<file path="src/rtl/jtopll_wrq_if.sv">
// jtopll_wrq_if -- bus bundle for the OPLL CPU write queue.
//
// CPU side : cpu_wr, cpu_addr (0 = register select, 1 = data), cpu_din[7:0]
// Status   : full, empty, busy, overflow
// mmr side : mmr_write (one-clk strobe), mmr_addr, mmr_din[7:0]
//
// Modports:
//   master - host side: drives the cpu_* request and observes status/mmr outputs
//   slave  - the queue itself: accepts cpu_* and drives status/mmr outputs
interface jtopll_wrq_if;
  logic       cpu_wr;
  logic       cpu_addr;
  logic [7:0] cpu_din;
  logic       full;
  logic       empty;
  logic       busy;
  logic       overflow;
  logic       mmr_write;
  logic       mmr_addr;
  logic [7:0] mmr_din;

  modport master (
    output cpu_wr, cpu_addr, cpu_din,
    input  full, empty, busy, overflow, mmr_write, mmr_addr, mmr_din
  );

  modport slave (
    input  cpu_wr, cpu_addr, cpu_din,
    output full, empty, busy, overflow, mmr_write, mmr_addr, mmr_din
  );
endinterface

</file>
<file path="src/rtl/jtopll_wrq.sv">
// jtopll_wrq -- CPU-side write queue and pacer for the OPLL register interface.
//
// CPU writes are buffered in a 2^DW entry FIFO of {addr, din} and replayed to
// the mmr as single-clock write strobes. After each issued write the block
// waits ADDR_WAIT (register select) or DATA_WAIT (data) cen ticks before the
// next one, so a host can write back-to-back without polling the chip.
//
// Ports:
//   clk  - system clock
//   rst  - synchronous, active-high reset; flushes the queue
//   cen  - clock enable shared with the mmr; only the wait countdown uses it
//   bus  - jtopll_wrq_if.slave: cpu_wr/cpu_addr/cpu_din in,
//          full/empty/busy/overflow status, mmr_write/mmr_addr/mmr_din out
//
// Parameters:
//   DW        - log2 of FIFO depth
//   ADDR_WAIT - cen ticks after a register-select write (0..255)
//   DATA_WAIT - cen ticks after a data write (0..255)
//
// Optional feature macro: JTOPLL_WRQ_SKIPADDR_EN
//   When defined, a queued register-select write that repeats the last issued
//   selection is dropped instead of issued (no strobe, no wait).
module jtopll_wrq #(
  parameter int DW        = 3,
  parameter int ADDR_WAIT = 12,
  parameter int DATA_WAIT = 84
) (
  input  logic           clk,
  input  logic           rst,
  input  logic           cen,
  jtopll_wrq_if.slave    bus
);

  localparam int DEPTH = 1 << DW;

  typedef enum logic [1:0] {
    IDLE,
    ISSUE,
    WAIT
  } state_t;

  function automatic logic [7:0] wait_len(input logic is_data);
    return is_data ? 8'(DATA_WAIT) : 8'(ADDR_WAIT);
  endfunction

  logic [8:0]    mem [DEPTH];
  logic [DW-1:0] wr_ptr;
  logic [DW-1:0] rd_ptr;
  logic [DW:0]   count;
  logic          full;
  logic          empty;
  logic          overflow;
  logic          push;
  logic          pop;
  logic          skip;
  logic [8:0]    head;

  state_t        state;
  logic [7:0]    wcnt;
  logic          mmr_write;
  logic          mmr_addr;
  logic [7:0]    mmr_din;

  // count never exceeds DEPTH, so its top bit alone flags a full queue
  assign full  = count[DW];
  assign empty = (count == '0);
  assign push  = bus.cpu_wr && !full;
  assign pop   = (state == IDLE) && !empty;
  assign head  = mem[rd_ptr];

`ifdef JTOPLL_WRQ_SKIPADDR_EN
  logic [7:0] last_sel;
  logic       last_sel_vld;
  assign skip = !head[8] && last_sel_vld && (head[7:0] == last_sel);
`else
  assign skip = 1'b0;
`endif

  // FIFO storage: data only, never reset
  always_ff @(posedge clk) begin
    if (push) mem[wr_ptr] <= {bus.cpu_addr, bus.cpu_din};
  end

  // FIFO pointers, occupancy and overflow flag
  always_ff @(posedge clk) begin
    if (rst) begin
      wr_ptr   <= '0;
      rd_ptr   <= '0;
      count    <= '0;
      overflow <= 1'b0;
    end else begin
      if (push) wr_ptr <= wr_ptr + 1'b1;
      if (pop)  rd_ptr <= rd_ptr + 1'b1;
      // a write arriving while full is lost even if a pop frees a slot this cycle
      if (bus.cpu_wr && full) overflow <= 1'b1;
      case ({push, pop})
        2'b10:   count <= count + 1'b1;
        2'b01:   count <= count - 1'b1;
        default: count <= count;
      endcase
    end
  end

  // Issue / pacing state machine
  always_ff @(posedge clk) begin
    if (rst) begin
      state     <= IDLE;
      wcnt      <= '0;
      mmr_write <= 1'b0;
      mmr_addr  <= 1'b0;
      mmr_din   <= '0;
`ifdef JTOPLL_WRQ_SKIPADDR_EN
      last_sel     <= '0;
      last_sel_vld <= 1'b0;
`endif
    end else begin
      case (state)
        IDLE: begin
          mmr_write <= 1'b0;
          // a skipped entry is still popped; IDLE looks at the FIFO again next cycle
          if (pop && !skip) begin
            mmr_addr  <= head[8];
            mmr_din   <= head[7:0];
            mmr_write <= 1'b1;
            state     <= ISSUE;
`ifdef JTOPLL_WRQ_SKIPADDR_EN
            if (!head[8]) begin
              last_sel     <= head[7:0];
              last_sel_vld <= 1'b1;
            end
`endif
          end
        end
        ISSUE: begin
          mmr_write <= 1'b0;
          wcnt      <= wait_len(mmr_addr);
          state     <= WAIT;
        end
        WAIT: begin
          // zero is checked before cen so a wait of 0 still costs one clk
          if (wcnt == '0)  state <= IDLE;
          else if (cen)    wcnt  <= wcnt - 1'b1;
        end
        default: state <= IDLE;
      endcase
    end
  end

  assign bus.full      = full;
  assign bus.empty     = empty;
  assign bus.busy      = !empty || (state != IDLE);
  assign bus.overflow  = overflow;
  assign bus.mmr_write = mmr_write;
  assign bus.mmr_addr  = mmr_addr;
  assign bus.mmr_din   = mmr_din;

endmodule

</file>
<file path="src/flat_wrapper.sv">
// flat-port wrapper written by rule: the top's interface ports become plain ports
module jtopll_wrq_flat 
#(
  parameter int DW        = 3,
  parameter int ADDR_WAIT = 12,
  parameter int DATA_WAIT = 84
)
  (clk, rst, cen, bus_cpu_wr, bus_cpu_addr, bus_cpu_din, bus_full, bus_empty, bus_busy, bus_overflow, bus_mmr_write, bus_mmr_addr, bus_mmr_din);
  jtopll_wrq_if bus_i ();
  input  logic clk;
  input  logic rst;
  input  logic cen;
  input wire logic [$bits(bus_i.cpu_wr)-1:0] bus_cpu_wr;
  input wire logic [$bits(bus_i.cpu_addr)-1:0] bus_cpu_addr;
  input wire logic [$bits(bus_i.cpu_din)-1:0] bus_cpu_din;
  output wire logic [$bits(bus_i.full)-1:0] bus_full;
  output wire logic [$bits(bus_i.empty)-1:0] bus_empty;
  output wire logic [$bits(bus_i.busy)-1:0] bus_busy;
  output wire logic [$bits(bus_i.overflow)-1:0] bus_overflow;
  output wire logic [$bits(bus_i.mmr_write)-1:0] bus_mmr_write;
  output wire logic [$bits(bus_i.mmr_addr)-1:0] bus_mmr_addr;
  output wire logic [$bits(bus_i.mmr_din)-1:0] bus_mmr_din;
  assign bus_i.cpu_wr = bus_cpu_wr;
  assign bus_i.cpu_addr = bus_cpu_addr;
  assign bus_i.cpu_din = bus_cpu_din;
  assign bus_full = bus_i.full;
  assign bus_empty = bus_i.empty;
  assign bus_busy = bus_i.busy;
  assign bus_overflow = bus_i.overflow;
  assign bus_mmr_write = bus_i.mmr_write;
  assign bus_mmr_addr = bus_i.mmr_addr;
  assign bus_mmr_din = bus_i.mmr_din;
  jtopll_wrq #(.DW(DW), .ADDR_WAIT(ADDR_WAIT), .DATA_WAIT(DATA_WAIT)) u_core (.clk(clk), .rst(rst), .cen(cen), .bus(bus_i));
endmodule
</file>
<file path="config.mk">
export PLATFORM = sky130hd
export DESIGN_NAME = jtopll_wrq_flat
export DESIGN_NICKNAME = d
export VERILOG_FILES = /design/src/rtl/jtopll_wrq_if.sv /design/src/rtl/jtopll_wrq.sv /design/src/flat_wrapper.sv
export SDC_FILE = /design/constraint.sdc
export NUM_CORES = 1
export LEC_CHECK = 0
export ABC_AREA = 0
export BUFFER_PORTS_ARGS = -buffer_cell sky130_fd_sc_hd__clkbuf_2
export CAP_MARGIN = 10
export CORE_MARGIN = 10
export CORE_UTILIZATION = 50
export CTS_CLUSTER_DIAMETER = 40
export DETAILED_ROUTE_END_ITERATION = 10
export PLACE_DENSITY = 0.75
export SLEW_MARGIN = 10
export SYNTH_ARGS = -nofsm -noshare
export SYNTH_HDL_FRONTEND = slang
export SYNTH_SLANG_ARGS = --single-unit
</file>
<file path="constraint.sdc">
create_clock -name clk -period 7 [get_ports clk]
set_input_delay 0.35 -clock clk [delete_from_list [all_inputs] [get_ports clk]]
set_output_delay 0.35 -clock clk [all_outputs]
set_load 0.005 [all_outputs]
</file>
==> results.toml, run 1 <==
[outcome]
status = "finished, final reports clean"

[logic_synthesis]
synth_seq_cells = 103
synth_top_cell_by_area = "edfxtp_1"
yosysWarnings = 0
yosysSeqAreaShare_pct = 66.2
synth_edf_count = 72
yosysUniqueCellTypes = 40
avgSynthCellArea_um2 = 15.0
synth_nets = 301
synth_area_mm2 = 0.00420
synthFlopType = "edfxtp_1"
synthTopCellsByArea = "edfxtp_1 (51%), dfxtp_1 (15%), mux4_2 (9.6%), mux2i_1 (3.3%), nor2_1 (2.9%)"
yosysTopAreaCellShare_pct = 51.4
async_flop_share_pct = 0
syn_inst = 281

[place]
hpwl_mm = 4.90
place_congestion = 0.766
io_buffers = 26
placed_cell_area_mm2 = 0.00441

[worst_setup_path]
critical_path_required_ns = 7.29
crit-reg2reg-launch = "u_core.count[1]"
cp-startpoint = "u_core.count[1]"
endpoint_kind = "register"
path_class = "register to register"
worst_ep_arrival_time_ns = 3.20
start_kind = "register"
cp_max_fo = 22

[timing]
fin_tns_setup_ns = 0
clock.fmax_mhz = 344
period_share_pct = 41.5
slew_violations = 0
slew-limit-headroom_pct = 32.2
period_needed_ns = 2.91
hold_violations = 0
rsz0062_at_grt = "no"
worst_pin_slew_ns = 1.01
finalSetupViolCount = 0
finClkSkew_ns = 0.0131

[clocking]
numCtsBuffers = 9
h-tree-depth = 3
cts_resized = 0
postCtsSetupBuffers = 0
clock_path_buffers = 2
clkSinkCount = 103
cts_root_buf = "clkbuf_8"
cts.clk_slew.worst_paths_ns = 0.10
insertion_delay_ns = 0.36
holdBufCountCts = 0
cts_tree = "built"

[layout]
final_nets = 325
stdcell_area_mm2 = 0.00460
area_growth_pct = 9.47
antennaDiodeCount = 0
drive_above_1_share_pct = 20.1

[floorplan]
die_w_um = 112
die_area_mm2 = 0.0125
core-area_mm2 = 0.00822
die_h_um = 112
rows = 33
io_pins = 27
initial_core_util_pct = 51.1

[power_and_ir_drop]
power_density_mw_per_mm2 = 376
clockPowerShare_pct = 21.3
p_int_w = 0.00116
p_leak_nw = 1.55
ir_worst_vdd_uv = 185
netSwitchingFraction_pct = 32.8
power_frac_seq_pct = 47.7
comb_power_share_pct = 31.0
power.net_switching_w = 0.000567

[routing]
routed.top_layer = "met4"
wl_met1_mm = 3.03
dr.pass1.iters = 4
route.detailed.drc = 0
met3_length_um = 486
wl_mm = 7.43
dr_total_vias = 2329
drtAntennaViolNets = 0
route.met2.wl_mm = 3.84
avgViaCountPerCell = 5.63
drt_iter0_markers = 128
detail_route.wl_per_cell_um = 17.9

[grt]
antenna_found_initial = 0
grt_use_total_pct = 12.1
grt_max_degree = 33
grt_pass1_vias = 2326
grt_overflow_total = 0
grt_pass1_wl_mm = 12.1

[run]
maxCapViolCount = 0

[hold_path]
hp-class = "primary input to register"
min_from = "bus_cpu_wr"
## cells in the mapped netlist, types with 3 or more instances
cell type / number
nand2b_1: 6
nand2_1: 11
nor3_1: 3
mux2i_1: 14
xor2_1: 5
inv_1: 6
xnor2_1: 3
nor2b_1: 4
buf_2: 4
dfxtp_1: 31
o21ai_0: 5
a21oi_1: 10
nor2_1: 33
mux4_2: 18
clkbuf_1: 5
edfxtp_1: 72
or3_1: 3
a211oi_1: 12
ha_1: 7
## layout make-up
type / count / area (um2)
clock buffers: 10 / 128
multi-input cells: 158 / 1330
fillers: 642 / 3620
flip-flops and latches: 103 / 2780
clock inverters: 5 / 67.6
inverters: 6 / 22.5
well taps: 105 / 131
repair buffers: 27 / 138
## per-stage QoR
step / setup WS, ns / hold WS [ns] / instances / total power, W / utilization, %
after detailed placement: 4.11 / 0.463 / 399 / 0.00138 / 53.6
after global routing: 3.84 / 0.249 / 414 / 0.00185 / 56.0
after global placement: 4.23 / 0.451 / 399 / 0.00136 / 53.6
final: 4.09 / 0.247 / 414 / 0.00173 / 56.0
after CTS: 4.06 / 0.240 / 414 / 0.00175 / 56.0
after floorplan: 4.45 / 0.449 / 281 / 0.00124 / -
## cells by family (layout without fill, tap and decap cells)
group,count (synthesis),in the layout,share of synthesized area [%]
AO/OA/AOI/OAI,35,35,5.45
XOR/XNOR,8,8,1.67
adder cells (fa/ha/maj),7,7,2.08
buffers and inverters,20,48,2.35
flip-flops,103,103,66.2
multiplexers,32,32,13.0
AND/OR/NAND/NOR,76,76,9.26
## cell usage in the layout (no fill, tap or decap), types with 3 or more instances in the layout
cell type  count
a211oi_1      12
o21ai_0        5
nor2b_1        4
nand2_1       11
dfxtp_1       31
xor2_1         5
inv_1          6
nor2_1        33
clkbuf_2      26
a21oi_1       10
mux4_2        18
edfxtp_1      72
nand2b_1       6
mux2i_1       14
xnor2_1        3
ha_1           7
clkbuf_8       9
or3_1          3
## worst max-delay path, cell delays in order (launching register included)
cell	delay, ns
dfxtp_1	0.38
nor4_1	0.49
nand2b_1	0.24
inv_1	0.30
ha_1	0.39
xor2_1	0.17
ha_1	0.19
a21oi_1	0.15
xor2_1	0.09
or3_1	0.30
a21oi_1	0.14
## layer usage
metal	GRT usage (%)	vias up
met4	3.08	0
met5	0	-
li1	-	1115
met3	3.86	6
met1	14.2	1140
met2	20.8	68
## final timing paths
path | slack [ns] | endpoint | cells after the start
hold reg to reg | 0.48 | u_core.bus.overflow | 2
setup reg to reg | 4.09 | u_core.count[2] | 10
hold / removal | 0.25 | u_core.bus.overflow | 3
setup / recovery | 4.09 | u_core.count[2] | 10
## power groups by stage
stage	combinational, W	clock (W)	sequential [W]
6_report	0.000537	0.000368	0.000824
5_1_grt	0.000608	0.000400	0.000838
3_3_place_gp	0.000524	0	0.000832
4_1_cts	0.000547	0.000376	0.000824
3_5_place_dp	0.000544	0	0.000837
2_1_floorplan	0.000434	0	0.000806
## sequential cells by signal, summed over array words and instances (netlist names)
register,cells
u_core.bus.mmr_addr,1
u_core.bus.mmr_din,8
u_core.bus.mmr_write,1
u_core.bus.overflow,1
u_core.count,4
u_core.mem,72
u_core.rd_ptr,3
u_core.state,2
u_core.wcnt,8
u_core.wr_ptr,3
Power figures use the tool's default switching activity.
==> run 2, diff against run 1 <==
--- a/config.mk
+++ b/config.mk
@@ -5,14 +5,14 @@
 export SDC_FILE = /design/constraint.sdc
 export NUM_CORES = 1
 export LEC_CHECK = 0
-export ABC_AREA = 0
+export ABC_AREA = 1
 export BUFFER_PORTS_ARGS = -buffer_cell sky130_fd_sc_hd__clkbuf_2
 export CAP_MARGIN = 10
 export CORE_MARGIN = 10
 export CORE_UTILIZATION = 50
 export CTS_CLUSTER_DIAMETER = 40
 export DETAILED_ROUTE_END_ITERATION = 10
-export PLACE_DENSITY = 0.75
+export PLACE_DENSITY = 0.77
 export SLEW_MARGIN = 10
 export SYNTH_ARGS = -nofsm -noshare
 export SYNTH_HDL_FRONTEND = slang
==> constraint.sdc (replaced) <==
create_clock -name clk -period 2.6 [get_ports clk]
set_input_delay 0.13 -clock clk [delete_from_list [all_inputs] [get_ports clk]]
set_output_delay 0.13 -clock clk [all_outputs]
set_load 0.005 [all_outputs]
==> run 2 against run 1 <==
Compared with the run above: sequential share of layout area is 3.7 points lower; clock power grew to 2.8 times the previous value; design area is 6.5% higher; sequential power grew to 2.6 times the previous value; final cell count is 39% higher; utilization is 0.19 points higher; clock skew is 0.00066 ns lower; worst setup slack worse by 3.8 ns; clock-buffer cell count stayed put; die area is 5.3% higher; first-iteration DRC count is 86% higher; critical path type unchanged.
==> results.toml, run 2 <==
[grt]
grt_use_total_pct = 14.2
antenna_found_initial = 0
grt_max_degree = 39
grt_pass1_vias = 3051
grt_overflow_total = 0
grt_pass1_wl_mm = 14.9

[routing]
drtAntennaViolNets = 0
drt_iter0_markers = 238
wl_mm = 8.97
avgViaCountPerCell = 5.37
route.detailed.drc = 0
dr.pass1.iters = 4
dr_total_vias = 3098
detail_route.wl_per_cell_um = 15.5

[layout]
final_util_pct = 56.2
reg.largest.list = "u_core.mem: 72 flops, u_core.bus.mmr_din: 8 flops, u_core.wcnt: 8 flops"
layout_common_cells = "nor2_1 (100), edfxtp_1 (72), nand2_1 (47)"
largest_register_ffs = 72
antennaDiodeCount = 0
final_nets = 484
regMostFlops = "u_core.mem"
final_common_cell = "nor2_1"
area_growth_pct = 9.48
drive_above_1_share_pct = 17.3

[clocking]
cts_resized = 0
h-tree-depth = 3
cts_root_buf = "clkbuf_8"
cts.clk_slew.worst_paths_ns = 0.10
clock_path_buffers = 2
clkSinkCount = 103
cts_tree = "built"
postCtsSetupBuffers = 0
numCtsBuffers = 9
insertion_delay_ns = 0.36
holdBufCountCts = 0

[hold_path]
hp-class = "primary input to register"

[timing]
setup_slack_ns = 0.244
clock.fmax_mhz = 424
period_share_pct = 90.6
rsz0062_at_grt = "no"
hold_violations = 0
finClkSkew_ns = 0.0125
worst_pin_slew_ns = 0.596
slew_violations = 0
finalSetupViolCount = 0
period_needed_ns = 2.36
whs_ns = 0.0139
fin_tns_setup_ns = 0
slew-limit-headroom_pct = 60.2

[logic_synthesis]
synth_edf_count = 72
yosysSeqAreaShare_pct = 62.2
async_flop_share_pct = 0
yosysUniqueCellTypes = 34
syn_inst = 433
synth-xor-area-share_pct = 0.587
synth_seq_cells = 103
synth_compound_area_share_pct = 11.8
yosysTopAreaCellShare_pct = 48.3
synthTopCellsByCount = "nor2_1 (100), edfxtp_1 (72), nand2_1 (47), o21ai_0 (35), dfxtp_1 (31)"
synth_most_common_cell = "nor2_1"
synthTopCellsByArea = "edfxtp_1 (48%), dfxtp_1 (14%), nor2_1 (8.4%), nand2_1 (3.9%), o21ai_0 (3.9%)"
yosys.area_share.adder_pct = 1.96
muxShareOfSynthArea_pct = 0
avgSynthCellArea_um2 = 10.3
synth_top_family_by_area = "simple AND/OR/NAND/NOR gates"
synth_nets = 453
synthFlopType = "edfxtp_1"
synth-simple-area-share_pct = 17.9
synth_area_mm2 = 0.00448
yosysWarnings = 0
synth_top_cell_by_area = "edfxtp_1"

[worst_setup_path]
start_kind = "register"
cp_max_fo = 17
critical_path_required_ns = 2.86
path_class = "register to register"
worst_ep_arrival_time_ns = 2.61
endpoint_kind = "register"

[floorplan]
io_pins = 27
die_w_um = 115
initial_core_util_pct = 51.3
die_h_um = 115
core-area_mm2 = 0.00872
die_area_mm2 = 0.0131
rows = 34

[place]
io_buffers = 26
place_ws_ns = 0.265
hpwl_mm = 6.08
place_congestion = 0.879

[outcome]
status = "finished, final reports clean"

[power_and_ir_drop]
p_leak_nw = 1.87
ir_worst_vdd_uv = 329
power_density_mw_per_mm2 = 1010
total_power_w = 0.00493

[run]
maxCapViolCount = 0
[run 2: worst max-delay path, stage by stage, from the launching register on]
cell and delay, ns:
dfxtp_1 0.36, nor3_2 0.24, nand2_2 0.11, nand2_4 0.16, inv_1 0.24, ha_1 0.34
xor2_1 0.18, ha_1 0.19, a21oi_1 0.18, xor2_1 0.17, a21oi_1 0.08
[run 2: logic make-up after synthesis]
kind of cell / after synthesis
AO/OA/AOI/OAI: 86
XOR/XNOR: 3
adder cells (fa/ha/maj): 7
buffers and inverters: 46
flip-flops: 103
AND/OR/NAND/NOR: 188
[run 2: routing by layer]
layer | GRT usage [%] | part of all wire, % | vias up | routed length (um)
li1 | - | - | 1535 | -
met1 | 17.5 | 43 | 1461 | 3830
met2 | 22.8 | 48 | 85 | 4300
met3 | 3.14 | 6.9 | 17 | 620
met4 | 7.44 | 2.5 | 0 | 221
met5 | 0 | 0 | - | 0
[run 2: metrics by stage]
step           area, um2  cells
2_1_floorplan       4480    433
3_3_place_gp        4700    561
3_5_place_dp        4700    561
4_1_cts             4900    577
5_1_grt             4900    577
6_report            4900    577
[run 2: power by group]
group | internal, W | switching (W) | total (W)
registers | 0.00197 | 0.000179 | 0.00215
clock network | 0.000465 | 0.000560 | 0.00103
logic | 0.000609 | 0.00115 | 0.00176
[run 2: final cells by class]
type                    instances  area, um2
clock buffers                  10        128
clock inverters                 6       75.1
fillers                       707       3820
inverters                      29        111
multi-input cells             284       1440
flip-flops and latches        103       2780
well taps                     108        135
repair buffers                 37        225
[run 2: worst paths after layout]
check / from / endpoint / slack (ns) / cells after the start
worst max-delay path: u_core.count[1] / u_core.count[2] / 0.24 / 10
worst min-delay path: bus_cpu_wr / u_core.bus.overflow / 0.01 / 3
worst min register to register: u_core.bus.mmr_din[2] / u_core.bus.mmr_din[2] / 0.47 / 2
worst max register to register: u_core.count[1] / u_core.count[2] / 0.24 / 10
==> run 3, diff against run 2 <==
--- a/config.mk
+++ b/config.mk
@@ -5,9 +5,9 @@
 export SDC_FILE = /design/constraint.sdc
 export NUM_CORES = 1
 export LEC_CHECK = 0
-export ABC_AREA = 1
 export BUFFER_PORTS_ARGS = -buffer_cell sky130_fd_sc_hd__clkbuf_2
 export CAP_MARGIN = 10
+export CORE_ASPECT_RATIO = 0.6
 export CORE_MARGIN = 10
 export CORE_UTILIZATION = 50
 export CTS_CLUSTER_DIAMETER = 40
==> run 3 against run 2 <==
Compared with the run above: sequential cell count stayed put; sequential share of layout area increased by 0.66 points; hold slack better by 0.015 ns.
==> results.toml, run 3 (same netlist as run 1, synthesis figures left out) <==
[hold_path]
hp-class = "primary input to register"

[worst_setup_path]
crit_path_cell_trace = "nor4_2 -> nand2b_4 -> inv_1 -> ha_1 -> xor2_1 -> ha_1 -> a21oi_1 -> xor2_1 -> or3_1 -> a21oi_1"
endpoint_kind = "register"
worst-path-buf-inv = 1
path_class = "register to register"
cp_top_family = "simple AND/OR/NAND/NOR gates"
start_kind = "register"
critical_path_required_ns = 2.87
r2r_setup_slack_ns = 0.23
worst_ep_arrival_time_ns = 2.64
slowest_stage = "dfxtp_1"
max_stage_delay_ns = 0.37
cp_max_fo = 6

[routing]
wl_mm = 7.69
dr_total_vias = 2384
wl_met1_mm = 3.65
route.detailed.drc = 0
detail_route.wl_per_cell_um = 17.9
dr.pass1.iters = 5
drt_iter0_markers = 179
drtAntennaViolNets = 0
avgViaCountPerCell = 5.54
routed.top_layer = "met4"
met3_length_um = 447
route.met2.wl_mm = 3.49

[timing]
finalSetupViolCount = 0
rsz0062_at_grt = "no"
finClkSkew_ns = 0.00925
fin_tns_setup_ns = 0
slew_violations = 0
slew-limit-headroom_pct = 53.9
period_needed_ns = 2.37
hold_violations = 0
period_share_pct = 91.1
clock.fmax_mhz = 422
worst_pin_slew_ns = 0.691

[place]
io_buffers = 26
placed_cell_area_mm2 = 0.00450
place_congestion = 0.855
hpwl_mm = 5.00

[layout]
final_nets = 337
final_common_cell = "edfxtp_1"
antennaDiodeCount = 0
stdcell_area_mm2 = 0.00484
drive_above_1_share_pct = 23.6
reg.largest.list = "u_core.mem: 72 flops, u_core.bus.mmr_din: 8 flops, u_core.wcnt: 8 flops"
area_growth_pct = 15.2
layout_common_cells = "edfxtp_1 (72), nor2_1 (33), dfxtp_1 (31)"
final_util_pct = 60.2
regMostFlops = "u_core.mem"
largest_register_ffs = 72

[grt]
grt_pass1_wl_mm = 12.4
grt_use_total_pct = 12.6
grt_pass1_vias = 2307
grt_max_degree = 33
antenna_found_initial = 0
grt_overflow_total = 0

[run]
maxCapViolCount = 0

[clocking]
numCtsBuffers = 9
h-tree-depth = 3
cts_root_buf = "clkbuf_16"
cts_tree = "built"
clock_path_buffers = 2
insertion_delay_ns = 0.35
clkSinkCount = 103
cts.clk_slew.worst_paths_ns = 0.07
holdBufCountCts = 0

[power_and_ir_drop]
p_leak_nw = 1.68
total_power_w = 0.00524
power_density_mw_per_mm2 = 1080
ir_worst_vdd_uv = 416

[floorplan]
rows = 25
die_w_um = 138
io_pins = 27
die_h_um = 91.0
initial_core_util_pct = 52.3
die_area_mm2 = 0.0126
core-area_mm2 = 0.00804

[outcome]
status = "finished, final reports clean"
[run 3: changes by cell type in the layout (fill, tap and decap cells not counted), sizes merged, moves of 6 or more]
cell | before | now
nand2 | 54 | 11
a211oi | 0 | 12
mux4 | 0 | 18
inv | 32 | 9
nand3 | 24 | 1
nand2b | 0 | 6
nor2 | 103 | 33
o211ai | 9 | 0
o21ai | 51 | 5
a21oi | 24 | 10
mux2i | 0 | 14
[run 3: worst paths after layout]
kind,startpoint,to,cells past startpoint
max,u_core.count[3],u_core.count[2],10
min,bus_cpu_wr,u_core.bus.overflow,3
max reg2reg,u_core.count[3],u_core.count[2],10
min reg2reg,u_core.bus.overflow,u_core.bus.overflow,2
[run 3: worst min-delay path, cell delays in order]
cell	delay (ns)
clkbuf_2	0.08
a21oi_1	0.05
nor2_1	0.07
[run 3: routing by layer]
metal	global-route usage, %	vias up
met5	0	-
met4	4.63	0
met3	4.94	9
met2	18.5	60
met1	16.5	1170
li1	-	1145
[run 3: timing repair]
action / 4_1_cts / 5_1_grt
setup endpoints to repair: 0 / 1
setup buffers: 0 / 0
gates resized for setup: 0 / 2
[run 3: metrics by stage]
stage                     hold WS, ns  worst slack, ns  std cells
final                          0.0288            0.232        430
after detailed placement        0.384            0.161        414
after global routing           0.0604           0.0232        430
after global placement          0.378            0.249        414
after CTS                      0.0162            0.134        430
after floorplan                 0.229           0.0479        281
[run 3: layout make-up]
cell class	instances	area, um2
well taps	108	135
multi-input cells	158	1340
fillers	589	3200
flip-flops and latches	103	2780
inverters	6	22.5
clock inverters	7	103
clock buffers	9	225
repair buffers	39	240
[run 3: report_power, final]
group          leakage (nW)  internal (W)  switching [W]
Sequential            0.908       0.00200       0.000203
Combinational         0.612      0.000760       0.000820
Clock                 0.157      0.000855       0.000607
Total                  1.68       0.00361        0.00163
